File: src/rtl/bcd_seq_ctrl.sv
// Signed-byte to BCD sequencer: captures a signed value on start, converts its magnitude
// with one shift/add-3 step per clock, and publishes digits and sign together on done.
module bcd_seq_ctrl #(
   parameter int DATA_W = 8,
   parameter int DIGITS = 3
) (
   input  logic                    clk,
   input  logic                    rst,
   input  logic                    start,
   input  logic [DATA_W-1:0]       data,
   output logic                    busy,
   output logic                    done,
   output logic [0:DIGITS-1][3:0]  bcd,
   output logic                    sign
);

   localparam int CNT_W = (DATA_W > 1) ? $clog2(DATA_W) : 1;
   localparam logic [CNT_W-1:0] LAST = CNT_W'(DATA_W - 1);

   typedef enum logic [0:0] {
      IDLE  = 1'b0,
      SHIFT = 1'b1
   } state_t;

   state_t                   state_r;
   logic                     sign_r;
   logic [DATA_W-1:0]        mag_r;
   logic [0:DIGITS-1][3:0]   work_r;
   logic [CNT_W-1:0]         count_r;

   logic [0:DIGITS-1][3:0]   adj_s;
   logic [0:DIGITS-1][3:0]   nxt_work_s;
   logic [DATA_W-1:0]        nxt_mag_s;
   logic [DATA_W-1:0]        abs_s;

   // Magnitude kept DATA_W bits wide so the most negative value maps to 2**(DATA_W-1).
   function automatic logic [DATA_W-1:0] abs_val(input logic [DATA_W-1:0] v);
      if (v[DATA_W-1]) begin
         return ~v + DATA_W'(1);
      end else begin
         return v;
      end
   endfunction

   assign abs_s = abs_val(data);

   // One double-dabble step: correct each digit, then shift the digit/magnitude chain left.
   always_comb begin
      adj_s = work_r;
      for (int i = 0; i < DIGITS; i++) begin
         if (work_r[i] >= 4'd5) begin
            adj_s[i] = work_r[i] + 4'd3;
         end else begin
            adj_s[i] = work_r[i];
         end
      end
      {nxt_work_s, nxt_mag_s} = {adj_s, mag_r} << 1'b1;
   end

   // Sequencer state, working registers and the held result outputs.
   always_ff @(posedge clk or posedge rst) begin
      if (rst) begin
         state_r <= IDLE;
         sign_r  <= 1'b0;
         mag_r   <= '0;
         work_r  <= '0;
         count_r <= '0;
         busy    <= 1'b0;
         done    <= 1'b0;
         bcd     <= '0;
         sign    <= 1'b0;
      end else begin
         case (state_r)
            IDLE: begin
               done <= 1'b0;
               if (start) begin
                  sign_r  <= data[DATA_W-1];
                  mag_r   <= abs_s;
                  work_r  <= '0;
                  count_r <= '0;
                  busy    <= 1'b1;
                  state_r <= SHIFT;
               end else begin
                  busy    <= 1'b0;
               end
            end
            SHIFT: begin
               work_r  <= nxt_work_s;
               mag_r   <= nxt_mag_s;
               count_r <= count_r + CNT_W'(1);
               // Digits and sign are published together so the decoders never see a partial value.
               if (count_r == LAST) begin
                  bcd     <= nxt_work_s;
                  sign    <= sign_r;
                  done    <= 1'b1;
                  busy    <= 1'b0;
                  state_r <= IDLE;
               end else begin
                  done    <= 1'b0;
                  busy    <= 1'b1;
               end
            end
            default: begin
               busy    <= 1'b0;
               done    <= 1'b0;
               state_r <= IDLE;
            end
         endcase
      end
   end

endmodule
File: config.mk
export PLATFORM = sky130hd
export DESIGN_NAME = bcd_seq_ctrl
export DESIGN_NICKNAME = d
export VERILOG_FILES = /design/src/rtl/bcd_seq_ctrl.sv
export SDC_FILE = /design/constraint.sdc
export NUM_CORES = 1
export LEC_CHECK = 0
export ABC_AREA = 1
export BUFFER_PORTS_ARGS = -buffer_cell sky130_fd_sc_hd__clkbuf_2
export CAP_MARGIN = 20
export CORE_MARGIN = 3
export CORE_UTILIZATION = 50
export CTS_CLUSTER_DIAMETER = 30
export DETAILED_ROUTE_END_ITERATION = 16
export GPL_TIMING_DRIVEN = 0
export PLACE_DENSITY = 0.71
export SLEW_MARGIN = 40
export SYNTH_ARGS = -nofsm -noshare
export SYNTH_HDL_FRONTEND = slang
export SYNTH_SLANG_ARGS = --single-unit
File: constraint.sdc
create_clock -name clk -period 2.92 [get_ports clk]
set_input_delay 0.438 -clock clk [delete_from_list [all_inputs] [get_ports clk]]
set_output_delay 0.438 -clock clk [all_outputs]
set_load 0.01 [all_outputs]
== Yosys cells after proc, flatten, opt, wreduce, memory -nomap -nowiden ==
Cells that the tools add are included.

* ROM bits: 0
* Memory bits (writable): 0
* Output and inout bits: 15
* Bits of input ports: 11
* Flip-flop bits (word level): 39
* Latch bits: 0
* Word-level logic and storage cells: 41
* Memories kept: 0

* Mux-type cells: 15
* $mul: 0
* Add/subtract/negate cells: 5
* Bitwise gates (word level): 2
* Order comparisons: 3
* Reductions and logical operators: 2
* Equality and inequality tests: 2
* Divide/modulo/power cells: 0
* Shift-type cells: 0

{| class="wikitable"
|+ Operators with widths
! cell !! count
|-
| $pmux 12 s2 || 1
|-
| $mux 8 || 2
|-
| $pmux 8 s2 || 1
|-
| $ge 4x3->1 const B || 3
|-
| $mux 12 || 1
|-
| $add 4x2->4 const B || 2
|-
| $add 8x1->8 const B || 1
|-
| $mux 4 || 2
|-
| $not 8->8 || 1
|-
| $mux 3 || 2
|-
| $pmux 3 s2 || 1
|-
| $pmux 1 s2 || 2
|-
| $reduce_and 2->1 || 2
|-
| $add 3x1->3 const B || 1
|-
| $add 3x2->3 const B || 1
|-
| $eq 3x3->1 const B || 1
|-
| $mux 1 || 3
|-
| $ne 2x2->1 const B || 1
|-
| $not 1->1 || 1
|}

== Depth between registers and ports, before layout ==
Gate-level depths: netlist of the first run.

* Word-level depth: 5
* Depth in mapped cells: 8
* Mapped depth without buffers: 8

== Least setup slack after synthesis of the first run ==
Ideal clock, no wire load.

* Path kind: register to register
* Start: reg work_r[0] (netlist name)
* End: reg work_r[4] (netlist name)
* Setup slack: 1.685 ns
* Required time: 2.794 ns
* Arrival time: 1.108 ns
* Path buffers: 0
* Setup time: 0.126 ns
* Cell stages (with the launch flop): 8
* Period minus slack after synthesis: 1.235 ns
* Cell sequence: dfrtp_1 inv_1 ha_1 inv_1 o21ai_1 o21ai_0 nand2_1 o21ai_0

* Word-level cells in the longest chain between the ends: 3

{| class="wikitable"
|+ RTL lines
! element !! line !! RTL
|-
| from (decl) || 28 || <nowiki>logic [0:DIGITS-1][3:0] work_r;</nowiki>
|-
| from (signal assigned) || 88 || <nowiki>work_r <= nxt_work_s;</nowiki>
|-
| $add 4x2->4 / $ge 4x3->1 (equally long branches) || 52, 51 ||
|-
| $mux 4 (*) || 51 || <nowiki>if (work_r[i] >= 4'd5) begin</nowiki>
|-
| $pmux 12 s2 (*) || 73 || <nowiki>case (state_r)</nowiki>
|}

Mark *: on every way between the ends. The rest lies on a longest branch, timed or not.
A chain may end at the register's enable or synchronous reset.

== Worst setup path in the final report of the first run ==
Same ends and word-level chain as after synthesis.

==> results of run 1 <==
==> registers in the layout, summed over array words and instances, names as in the netlist <==
signal and count:
work_r 12, bcd 12, sign 1, count_r 3
mag_r 8, done 1, sign_r 1, state_r 1
==> power groups by stage <==
stage,clock [mW],sequential (mW),combinational [mW]
after global placement,0,0.949,1.08
after floorplan,0,0.967,0.789
final,0.465,0.947,1.10
after global routing,0.501,0.982,1.28
after detailed placement,0,0.955,1.12
after CTS,0.476,0.947,1.12
==> cell type report <==
| cell class | count | area share [%] |
|---|---|---|
| Buffer | 5 | 2.19 |
| Clock buffer | 6 | 3.61 |
| Clock inverter | 2 | 1.53 |
| Inverter | 27 | 4.43 |
| Multi-Input combinational cell | 157 | 36.3 |
| Sequential cell | 39 | 42.6 |
| Tap cell | 48 | 2.62 |
| Timing Repair Buffer | 26 | 6.67 |
==> stage by stage <==
step | total power, mW | instances | instance area [µm²] | setup WS [ns] | utilization, %
6_report | 2.51 | 310 | 2290 | 1.48 | 61.6
3_3_place_gp | 2.03 | 301 | 2140 | 1.10 | 57.7
2_1_floorplan | 1.76 | 228 | 1960 | 1.59 | -
5_1_grt | 2.76 | 310 | 2290 | 1.28 | 61.6
4_1_cts | 2.55 | 310 | 2290 | 1.47 | 61.6
3_5_place_dp | 2.08 | 302 | 2170 | 1.48 | 58.4
==> cell usage after synthesis (all sizes together) <==
master	number
a21oi	1
a22o	2
a22oi	7
buf	5
dfrtp	39
ha	9
inv	27
nand2	66
nand3	25
nand4	3
nor2	11
o211ai	1
o21ai	27
o22ai	4
xnor2	1
==> routing by layer <==
metal,up-vias,routed length (µm)
met5,-,0
met4,0,72
met3,6,146
met2,26,1830
met1,718,1760
li1,829,-
==> path summary, 6_finish.rpt <==
check	start	endpoint	slack (ns)
worst max-delay path	work_r[0]	work_r[4]	1.48
worst min-delay path	rst	work_r[10]	0.12
worst max register to register	work_r[0]	work_r[4]	1.48
worst min register to register	count_r[0]	count_r[0]	0.48
max in group asynchronous	rst	bcd[8]	2.34
min in group clk	data[6]	mag_r[6]	0.41
==> critical path, delay by kind of cell (launching register included) <==
family,cells,cell delay [ns]
buffers and inverters,2,0.18
AOI/OAI and AO/OA,3,0.46
adders and majority gates,1,0.17
DFF,1,0.41
and+or+nand+nor,1,0.09
==> cell families after synthesis <==
kind of cell	share of synthesized area, %
simple gates	23.5
flops	49.8
xor+xnor	0.447
buf+inv	7.73
compound gates	12.8
fa+ha+maj	5.75
==> cells in the final DEF (no fill, tap or decap) <==
cell type and n:
buf_16 1, o21ai_1 10, clkbuf_8 6, buf_8 1, bufinv_16 1, buf_6 2, nor2_8 1, o211ai_1 1
nand2_2 1, a22o_1 2, inv_1 25, o22ai_1 4, nand4_1 3, clkinv_2 1, inv_2 2, o21ai_2 2
buf_2 1, a21oi_1 1, buf_4 1, clkbuf_2 25, o21ai_0 15, nor2_4 1, dfrtp_1 39, xnor2_1 1
ha_1 9, nand2_1 65, nand3_1 25, nor2_1 9, a22oi_1 7
==> results.sh, run 1 <==
export IMPL_coreArea_um2=3720
export IMPL_grt_overflow=0
export IMPL_maxSlewHeadroom_pct=70.5
export IMPL_top_level_ports=26
export IMPL_regArea_um2=976
export IMPL_ctsResizeCount=0
export IMPL_arrival_ns=1.61
export IMPL_use_met2_pct=32.2
export IMPL_endpoint_kind="flop"
export IMPL_num_vias=1579
export IMPL_swShare_pct=40.0
export IMPL_synthesis_nets=248
export IMPL_layout_nets=281
export IMPL_tns_ns=0
export IMPL_gr_usage_met1_pct=22.5
export IMPL_maxCapViolCount=0
export IMPL_multiInputGateArea_um2=831
export IMPL_worst_pin_slew_ns=0.442
export IMPL_cts_max_level=2
export IMPL_crit_required_ns=3.09
export IMPL_dr_pass1_iters=4
export IMPL_outcome="completed"
export IMPL_cts_tree="done"
export IMPL_cp_slowest_cell="dfrtp_1"
export IMPL_synth_top_area_share_pct=49.8
export IMPL_criticalPathCategory="reg2reg"
export IMPL_synth_top_cell_by_area="dfrtp_1"
export IMPL_hold_viol_final=0
export IMPL_ys_seq_elements=39
export IMPL_root_buffer="clkbuf_8"
export IMPL_switching_power_mw=1.00
export IMPL_grt_pass1_vias=1505
export IMPL_hold_class="in2async"
export IMPL_synth_distinct_cells=24
export IMPL_seqPwrFrac_pct=37.7
export IMPL_max_stage_delay_ns=0.41
export IMPL_pwr_density_cell_nw_per_um2=1100
export IMPL_avgSynthCellArea_um2=8.59
export IMPL_dieHeight_um=68.6
export IMPL_routabilityCongestion=0.829
export IMPL_synth_area_top_cells="dfrtp_1 50%, nand2_1 12%, nand3_1 6.4%"
export IMPL_skew_ns=0.00918
export IMPL_grt_setup_unrepaired="no"
export IMPL_grt_max_degree=23
export IMPL_pwr_share_comb_pct=43.7
export IMPL_ys_seq_area_share_pct=49.8
export IMPL_area_delta_synth_final_pct=16.9
export IMPL_antenna_left=0
export IMPL_pwr_share_clk_pct=18.5
export IMPL_maxSlewViolCount=0
export IMPL_crit_path_start_kind="flop"
export IMPL_postSynthCellCount=228
export IMPL_cts_setup_buffers=0
export IMPL_first_iter_violations=75
export IMPL_setup_viol=0
export IMPL_ys_warn_count=0
export IMPL_worst_r2r_path_depth=7
export IMPL_fillers=348
export IMPL_rows=22
export IMPL_drcViolationCount=0
export IMPL_drive_gt1_share_pct=17.6
export IMPL_grt_busiest_layer="met2"
export IMPL_hpwlAfterDp_um=2840
export IMPL_fin_crit_sh_pct=49.2
export IMPL_wire_per_inst_um=12.3
export IMPL_antenna_found_initial=0
export IMPL_p_int_mw=1.51
export IMPL_track_usage_pct=19.0
export IMPL_leakagePower_nw=1.22
export IMPL_cts_path_max_buffers=2
export IMPL_met3_usage_pct=4.86
export IMPL_clk_latency_ns=0.30
export IMPL_ir_drop_uv=483
export IMPL_holdWs_ns=0.122
export IMPL_port_buffers=25
export IMPL_die_area_um2=4700
export IMPL_path_max_fanout=5
export IMPL_cts_sinks=39
export IMPL_viasPerCell=5.09
export IMPL_numCtsBuffers=5
export IMPL_fmax_mhz=697
export IMPL_worstPathCellList="inv_1, ha_1, inv_1, o21ai_1, o21ai_0, nand2_1, o21ai_0"
export IMPL_totalWireLength_um=3810
export IMPL_start_util_pct=52.7
export IMPL_min_period_ns=1.44
export IMPL_ctsHoldBuffers=0
export IMPL_num_antenna_cells=0
export IMPL_grt_pass1_wl_um=6540
export IMPL_syn_area_um2=1960
export IMPL_clk_pin_slew_ns=0.08
export IMPL_die_x_um=68.6
No activity file was read; power rests on OpenSTA's default activity.
==> inputs of run 2 (changes only) <==
--- a/config.mk
+++ b/config.mk
@@ -5,7 +5,7 @@
 export SDC_FILE = /design/constraint.sdc
 export NUM_CORES = 1
 export LEC_CHECK = 0
-export ABC_AREA = 1
+export ABC_AREA = 0
 export BUFFER_PORTS_ARGS = -buffer_cell sky130_fd_sc_hd__clkbuf_2
 export CAP_MARGIN = 20
 export CORE_MARGIN = 3
@@ -13,7 +13,7 @@
 export CTS_CLUSTER_DIAMETER = 30
 export DETAILED_ROUTE_END_ITERATION = 16
 export GPL_TIMING_DRIVEN = 0
-export PLACE_DENSITY = 0.71
+export PLACE_DENSITY = 0.73
 export SLEW_MARGIN = 40
 export SYNTH_ARGS = -nofsm -noshare
 export SYNTH_HDL_FRONTEND = slang
==> constraint.sdc (replaced) <==
create_clock -name clk -period 1.2 [get_ports clk]
set_input_delay 0.18 -clock clk [delete_from_list [all_inputs] [get_ports clk]]
set_output_delay 0.18 -clock clk [all_outputs]
set_load 0.01 [all_outputs]
==> run 2 against run 1 <==
Against the previous run:
- the flow now finishes with violations (negative setup slack)
- register-to-register slack lost 1.7 ns
- synthesized cell count shrank 17%
- global-route usage grew 2.6 points
- critical path depth shrank 1
- combinational power grew to 3.7 times the previous value
- sequential cell count is the same
- hold slack gained 0.077 ns
- worst setup slack lost 1.7 ns
==> results.sh, run 2 <==
export IMPL_maxCapViolCount=0
export IMPL_highest_layer="met4"
export IMPL_first_iter_violations=72
export IMPL_routabilityCongestion=0.775
export IMPL_num_vias=1600
export IMPL_synthAdderAreaFrac_pct=5.78
export IMPL_cts_max_level=2
export IMPL_synthFlopType="dfrtp_1"
export IMPL_crit_path_end="bcd[6]"
export IMPL_ys_top_cells_by_count="39 x dfrtp_1, 17 x nand2_1, 16 x o21ai_0, 13 x a21oi_1, 12 x inv_1"
export IMPL_min_period_ns=1.43
export IMPL_ys_seq_area_share_pct=50.1
export IMPL_syn_area_um2=1950
export IMPL_synth_area_top_cells="dfrtp_1 50%, ha_1 5.8%, mux2_2 4.6%"
export IMPL_fin_crit_sh_pct=119
export IMPL_totalWireLength_um=5050
export IMPL_path_max_fanout=4
export IMPL_dr_pass1_iters=4
export IMPL_start_util_pct=52.4
export IMPL_numCtsBuffers=5
export IMPL_final_cell_mix="35 x dfrtp_1, 23 x clkbuf_2, 14 x buf_4, 10 x nand2_1"
export IMPL_final_common_cell="dfrtp_1"
export IMPL_clk_pin_slew_ns=0.08
export IMPL_rows=22
export IMPL_fmax_mhz=698
export IMPL_port_buffers=24
export IMPL_grt_max_degree=24
export IMPL_synth_distinct_cells=31
export IMPL_cts_tree="done"
export IMPL_finalInstanceArea_um2=2860
export IMPL_maxSlewViolCount=0
export IMPL_synthXorXnorAreaFrac_pct=3.15
export IMPL_synth_top_cell_by_area="dfrtp_1"
export IMPL_met2_length_um=2760
export IMPL_root_buffer="clkbuf_8"
export IMPL_grt_overflow=0
export IMPL_cts_path_max_buffers=2
export IMPL_startpoint="work_r[4]"
export IMPL_async_flop_share_pct=100
export IMPL_ys_warn_count=0
export IMPL_synth_top_family_by_area="compound AO/OA/AOI/OAI gates"
export IMPL_hold_viol_final=0
export IMPL_clk_latency_ns=0.28
export IMPL_ys_seq_elements=39
export IMPL_fillers=217
export IMPL_wire_per_inst_um=17.4
export IMPL_leakagePower_nw=1.34
export IMPL_coreArea_um2=3720
export IMPL_hold_class="in2reg"
export IMPL_crit_path_start_kind="flop"
export IMPL_skew_ns=0.00557
export IMPL_drive_gt1_share_pct=52.3
export IMPL_layout_setup_ws_ns=-0.232
export IMPL_postSynthCellCount=190
export IMPL_layout_nets=262
export IMPL_num_antenna_cells=0
export IMPL_setup_viol=30
export IMPL_reg2reg_to="bcd[6]"
export IMPL_synth_top_area_share_pct=50.1
export IMPL_drt_met1_wl_um=2020
export IMPL_drcViolationCount=0
export IMPL_die_area_um2=4680
export IMPL_pwr_density_cell_nw_per_um2=2590
export IMPL_violations="negative setup slack"
export IMPL_grt_pass1_vias=1568
export IMPL_worst_r2r_path_depth=6
export IMPL_post_place_ws_ns=-0.315
export IMPL_antenna_found_initial=0
export IMPL_totalPowerFinal_mw=7.39
export IMPL_viasPerCell=5.50
export IMPL_crit_required_ns=1.37
export IMPL_synthSimpleGateAreaFrac_pct=12.3
export IMPL_dieHeight_um=68.4
export IMPL_outcome="finished, violations left"
export IMPL_area_delta_synth_final_pct=46.6
export IMPL_arrival_ns=1.60
export IMPL_avgSynthCellArea_um2=10.3
export IMPL_wl_met3_um=146
export IMPL_top_level_ports=26
export IMPL_die_x_um=68.4
export IMPL_holdWs_ns=0.198
export IMPL_hpwlAfterDp_um=3140
export IMPL_grt_setup_unrepaired="yes"
export IMPL_muxShareOfSynthArea_pct=8.22
export IMPL_endpoint_kind="flop"
export IMPL_worst_pin_slew_ns=0.697
export IMPL_synth_edf_count=0
export IMPL_r2r_start="work_r[4]"
export IMPL_dpl_cell_area_um2=2270
export IMPL_ir_drop_uv=1240
export IMPL_grt_pass1_wl_um=7320
export IMPL_track_usage_pct=21.6
export IMPL_synth_most_common_cell="dfrtp_1"
export IMPL_synthesis_nets=210
export IMPL_criticalPathCategory="reg2reg"
export IMPL_synth_compound_area_share_pct=16.2
export IMPL_antenna_left=0
export IMPL_cts_sinks=39
export IMPL_top_regs="bcd: 12 flops, work_r: 12 flops, mag_r: 8 flops"
export IMPL_ff2ff_setup_slack_ns=-0.23
export IMPL_maxSlewHeadroom_pct=53.5
run 2: kinds of logic after synthesis:
group           after synthesis
xor+xnor                      7
compound gates               51
buf+inv                      21
simple gates                 48
flops                        39
fa+ha+maj                     9
mux                          15
run 2: cell type report:
type | instances | area [µm²] | area share (%)
plain buffers | 8 | 88.8 | 3.11
clock buffers | 8 | 100 | 3.51
inverters | 13 | 57.6 | 2.02
multi-input cells | 130 | 1220 | 42.8
flip-flops and latches | 39 | 981 | 34.4
well taps | 48 | 60.1 | 2.10
repair buffers | 45 | 347 | 12.1
run 2: routing by layer:
layer  vias to the layer above  global-route usage (%)
li1                        768                       -
met1                       788                    25.4
met2                        36                    37.9
met3                         8                    4.76
met4                         0                    8.19
met5                         -                       0
run 2: timing repair:
item,CTS,global route
setup endpoints to repair,37,36
gates cloned,1,0
pin swaps,11,12
setup buffers,12,6
resized for setup,38,54
endpoints found under the hold margin,16,0
hold buffers,1,0
run 2: worst max-delay path: stages, from the launching register on:
cell      delay [ns]
dfrtp_2         0.45
inv_2           0.08
ha_4            0.16
nand2b_4        0.06
a21oi_4         0.17
mux2i_1         0.12
mux2_2          0.27
run 2: where the power goes:
group | internal (mW) | switching, mW
registers | 1.89 | 0.529
clock network | 0.525 | 0.436
logic | 2.13 | 1.89
run 2: stage by stage:
stage	setup TNS, ns	instances	utilization, %
2_1_floorplan	-0.923	190	-
3_3_place_gp	-18.26	262	60.4
3_5_place_dp	-7.05	263	61.2
4_1_cts	-2.54	285	70.3
5_1_grt	-4.85	291	76.8
6_report	-3.27	291	76.8
run 2: worst min path at each step:
stage | slack, ns | startpoint | end | depth (start not counted)
5_1_grt | 0.21 | data[4] | mag_r[4] | 3
6_report | 0.20 | data[4] | mag_r[4] | 3
3_5_place_dp | 0.17 | rst | bcd[11] | 2
4_1_cts | 0.20 | data[4] | mag_r[4] | 3
2_1_floorplan | 0.34 | data[0] | mag_r[0] | 2
3_3_place_gp | 0.46 | bcd[8] | bcd[8] | 2
==> inputs of run 3 (changes only) <==
--- a/config.mk
+++ b/config.mk
@@ -12,7 +12,6 @@
 export CORE_UTILIZATION = 50
 export CTS_CLUSTER_DIAMETER = 30
 export DETAILED_ROUTE_END_ITERATION = 16
-export GPL_TIMING_DRIVEN = 0
 export PLACE_DENSITY = 0.73
 export SLEW_MARGIN = 40
 export SYNTH_ARGS = -nofsm -noshare
==> run 3 against run 2 <==
Against the previous run:
- the flow still finishes with violations (negative setup slack)
- critical path depth decreased by 1
- power decreased by 0.93%
- combinational power decreased by 1%
- critical path type unchanged
- critical endpoint is now work_r[4]
- highest routed layer unchanged
==> results.sh, run 3 (same netlist as run 2, synthesis figures left out) <==
export IMPL_dpl_cell_area_um2=2420
export IMPL_max_stage_delay_ns=0.41
export IMPL_rows=22
export IMPL_hold_viol_final=0
export IMPL_top_level_ports=26
export IMPL_fin_cells=307
export IMPL_worst_r2r_path_depth=5
export IMPL_final_cell_mix="37 x buf_4, 36 x dfrtp_1, 24 x clkbuf_2, 14 x nand2_1, 9 x o21ai_0"
export IMPL_ff2ff_setup_slack_ns=-0.27
export IMPL_cts_max_level=2
export IMPL_maxCapViolCount=0
export IMPL_drt_met1_wl_um=2020
export IMPL_grt_overflow=0
export IMPL_seqPwrFrac_pct=32.8
export IMPL_leakagePower_nw=1.38
export IMPL_start_util_pct=52.4
export IMPL_met2_length_um=2670
export IMPL_r2r_start="work_r[1]"
export IMPL_crit_path_start_kind="flop"
export IMPL_hold_path_depth=3
export IMPL_grt_pass1_vias=1690
export IMPL_drcViolationCount=0
export IMPL_criticalPathCategory="reg2reg"
export IMPL_min_period_ns=1.47
export IMPL_top_regs="bcd: 12 flops, work_r: 12 flops, mag_r: 8 flops"
export IMPL_wire_per_inst_um=16.1
export IMPL_antenna_left=0
export IMPL_path_max_fanout=2
export IMPL_die_x_um=68.4
export IMPL_crit_required_ns=1.40
export IMPL_dp_cells=283
export IMPL_ir_drop_uv=1370
export IMPL_cts_sinks=39
export IMPL_track_usage_pct=22.6
export IMPL_clk_latency_ns=0.28
export IMPL_die_area_um2=4680
export IMPL_root_buffer="clkbuf_8"
export IMPL_grt_max_degree=21
export IMPL_path_buf_inv=2
export IMPL_cp_top_family="compound AO/OA/AOI/OAI gates"
export IMPL_coreArea_um2=3720
export IMPL_hpwlAfterDp_um=3220
export IMPL_routabilityCongestion=0.780
export IMPL_fmax_mhz=679
export IMPL_num_vias=1681
export IMPL_setup_viol=22
export IMPL_highest_layer="met4"
export IMPL_swShare_pct=37.7
export IMPL_pwr_density_cell_nw_per_um2=2580
export IMPL_cp_slowest_cell="dfrtp_1"
export IMPL_final_common_cell="buf_4"
export IMPL_cts_path_max_buffers=2
export IMPL_pwr_share_comb_pct=54.0
export IMPL_outcome="finished, violations left"
export IMPL_maxSlewViolCount=0
export IMPL_wl_met3_um=164
export IMPL_skew_ns=0.00632
export IMPL_clk_pin_slew_ns=0.08
export IMPL_finalInstanceArea_um2=2840
export IMPL_totalWireLength_um=4930
export IMPL_dr_pass1_iters=4
export IMPL_drive_gt1_share_pct=49.0
export IMPL_totalPowerFinal_mw=7.33
export IMPL_cts_tree="done"
export IMPL_post_place_ws_ns=-0.242
export IMPL_arrival_ns=1.67
export IMPL_maxSlewHeadroom_pct=69.9
export IMPL_port_buffers=25
export IMPL_first_iter_violations=52
export IMPL_antenna_found_initial=0
export IMPL_violations="negative setup slack"
export IMPL_fin_crit_sh_pct=123
export IMPL_hold_class="in2reg"
export IMPL_switching_power_mw=2.76
export IMPL_worst_pin_slew_ns=0.447
export IMPL_grt_pass1_wl_um=7820
export IMPL_p_int_mw=4.57
export IMPL_cp_common_cell="buf_4"
export IMPL_layout_nets=278
export IMPL_grt_setup_unrepaired="yes"
export IMPL_area_delta_synth_final_pct=45.6
export IMPL_hp_start="data[5]"
export IMPL_hold_end="mag_r[5]"
export IMPL_endpoint_kind="flop"
export IMPL_viasPerCell=5.48
export IMPL_worstPathCellList="buf_4, o21ai_0, buf_4, a21oi_2, o22ai_1"
export IMPL_dieHeight_um=68.4
export IMPL_num_antenna_cells=0
export IMPL_layout_setup_ws_ns=-0.272
export IMPL_reg2reg_to="work_r[4]"
export IMPL_pwr_share_clk_pct=13.2
export IMPL_numCtsBuffers=5
-- run 3: power groups by stage --
| stage | Sequential, mW | Combinational [mW] | Clock, mW |
|---|---|---|---|
| 6_report | 2.40 | 3.96 | 0.967 |
| 4_1_cts | 2.33 | 3.46 | 0.976 |
| 3_5_place_dp | 2.32 | 2.98 | 0 |
| 5_1_grt | 2.47 | 4.27 | 1.05 |
| 3_3_place_gp | 2.29 | 2.80 | 0 |
| 2_1_floorplan | 2.35 | 1.89 | 0 |
-- run 3: routing by layer --
layer | up-vias | GRT usage (%)
met2 | 39 | 40.4
li1 | 797 | -
met1 | 837 | 26.6
met3 | 8 | 4.60
met5 | - | 0
met4 | 0 | 7.94
-- run 3: repair_timing --
action                                  CTS  global route
gates resized for setup                  26            28
gates cloned                              1             0
endpoints found under the hold margin    39             0
hold buffers                              1             0
setup buffers                             6             8
pin swaps                                10            12
endpoints found under the setup margin   27            30
-- run 3: cell type report --
| type | instances | area (µm²) |
|---|---|---|
| repair buffers | 69 | 490 |
| inverters | 13 | 53.8 |
| flip-flops and latches | 39 | 980 |
| fillers | 250 | 880 |
| clock buffers | 8 | 100 |
| multi-input cells | 130 | 1150 |
| well taps | 48 | 60.1 |
-- run 3: stage by stage --
step / hold slack, ns / TNS [ns] / util, %
floorplan: 0.336 / -0.923 / -
global placement: 0.212 / -2.02 / 65.3
detailed placement: 0.225 / -3.23 / 65.3
CTS: 0.238 / -2.38 / 72.3
global route: 0.293 / -4.32 / 76.3
finish: 0.237 / -3.18 / 76.3
-- run 3: how the worst max path moves through the flow --
stage               startpoint         to  cells past startpoint
finish               work_r[1]  work_r[4]                      5
detailed placement   work_r[9]    bcd[10]                      6
global route         work_r[1]  work_r[4]                      5
floorplan            work_r[4]     bcd[6]                      6
CTS                  work_r[8]    bcd[10]                      5
global placement     work_r[4]  work_r[8]                      6
-- run 3: worst register-to-register path: cells and delay by family, from the launching register on --
family / cells / cell delay, ns
buf+inv: 2 / 0.35
compound gates: 3 / 0.63
flops: 1 / 0.41
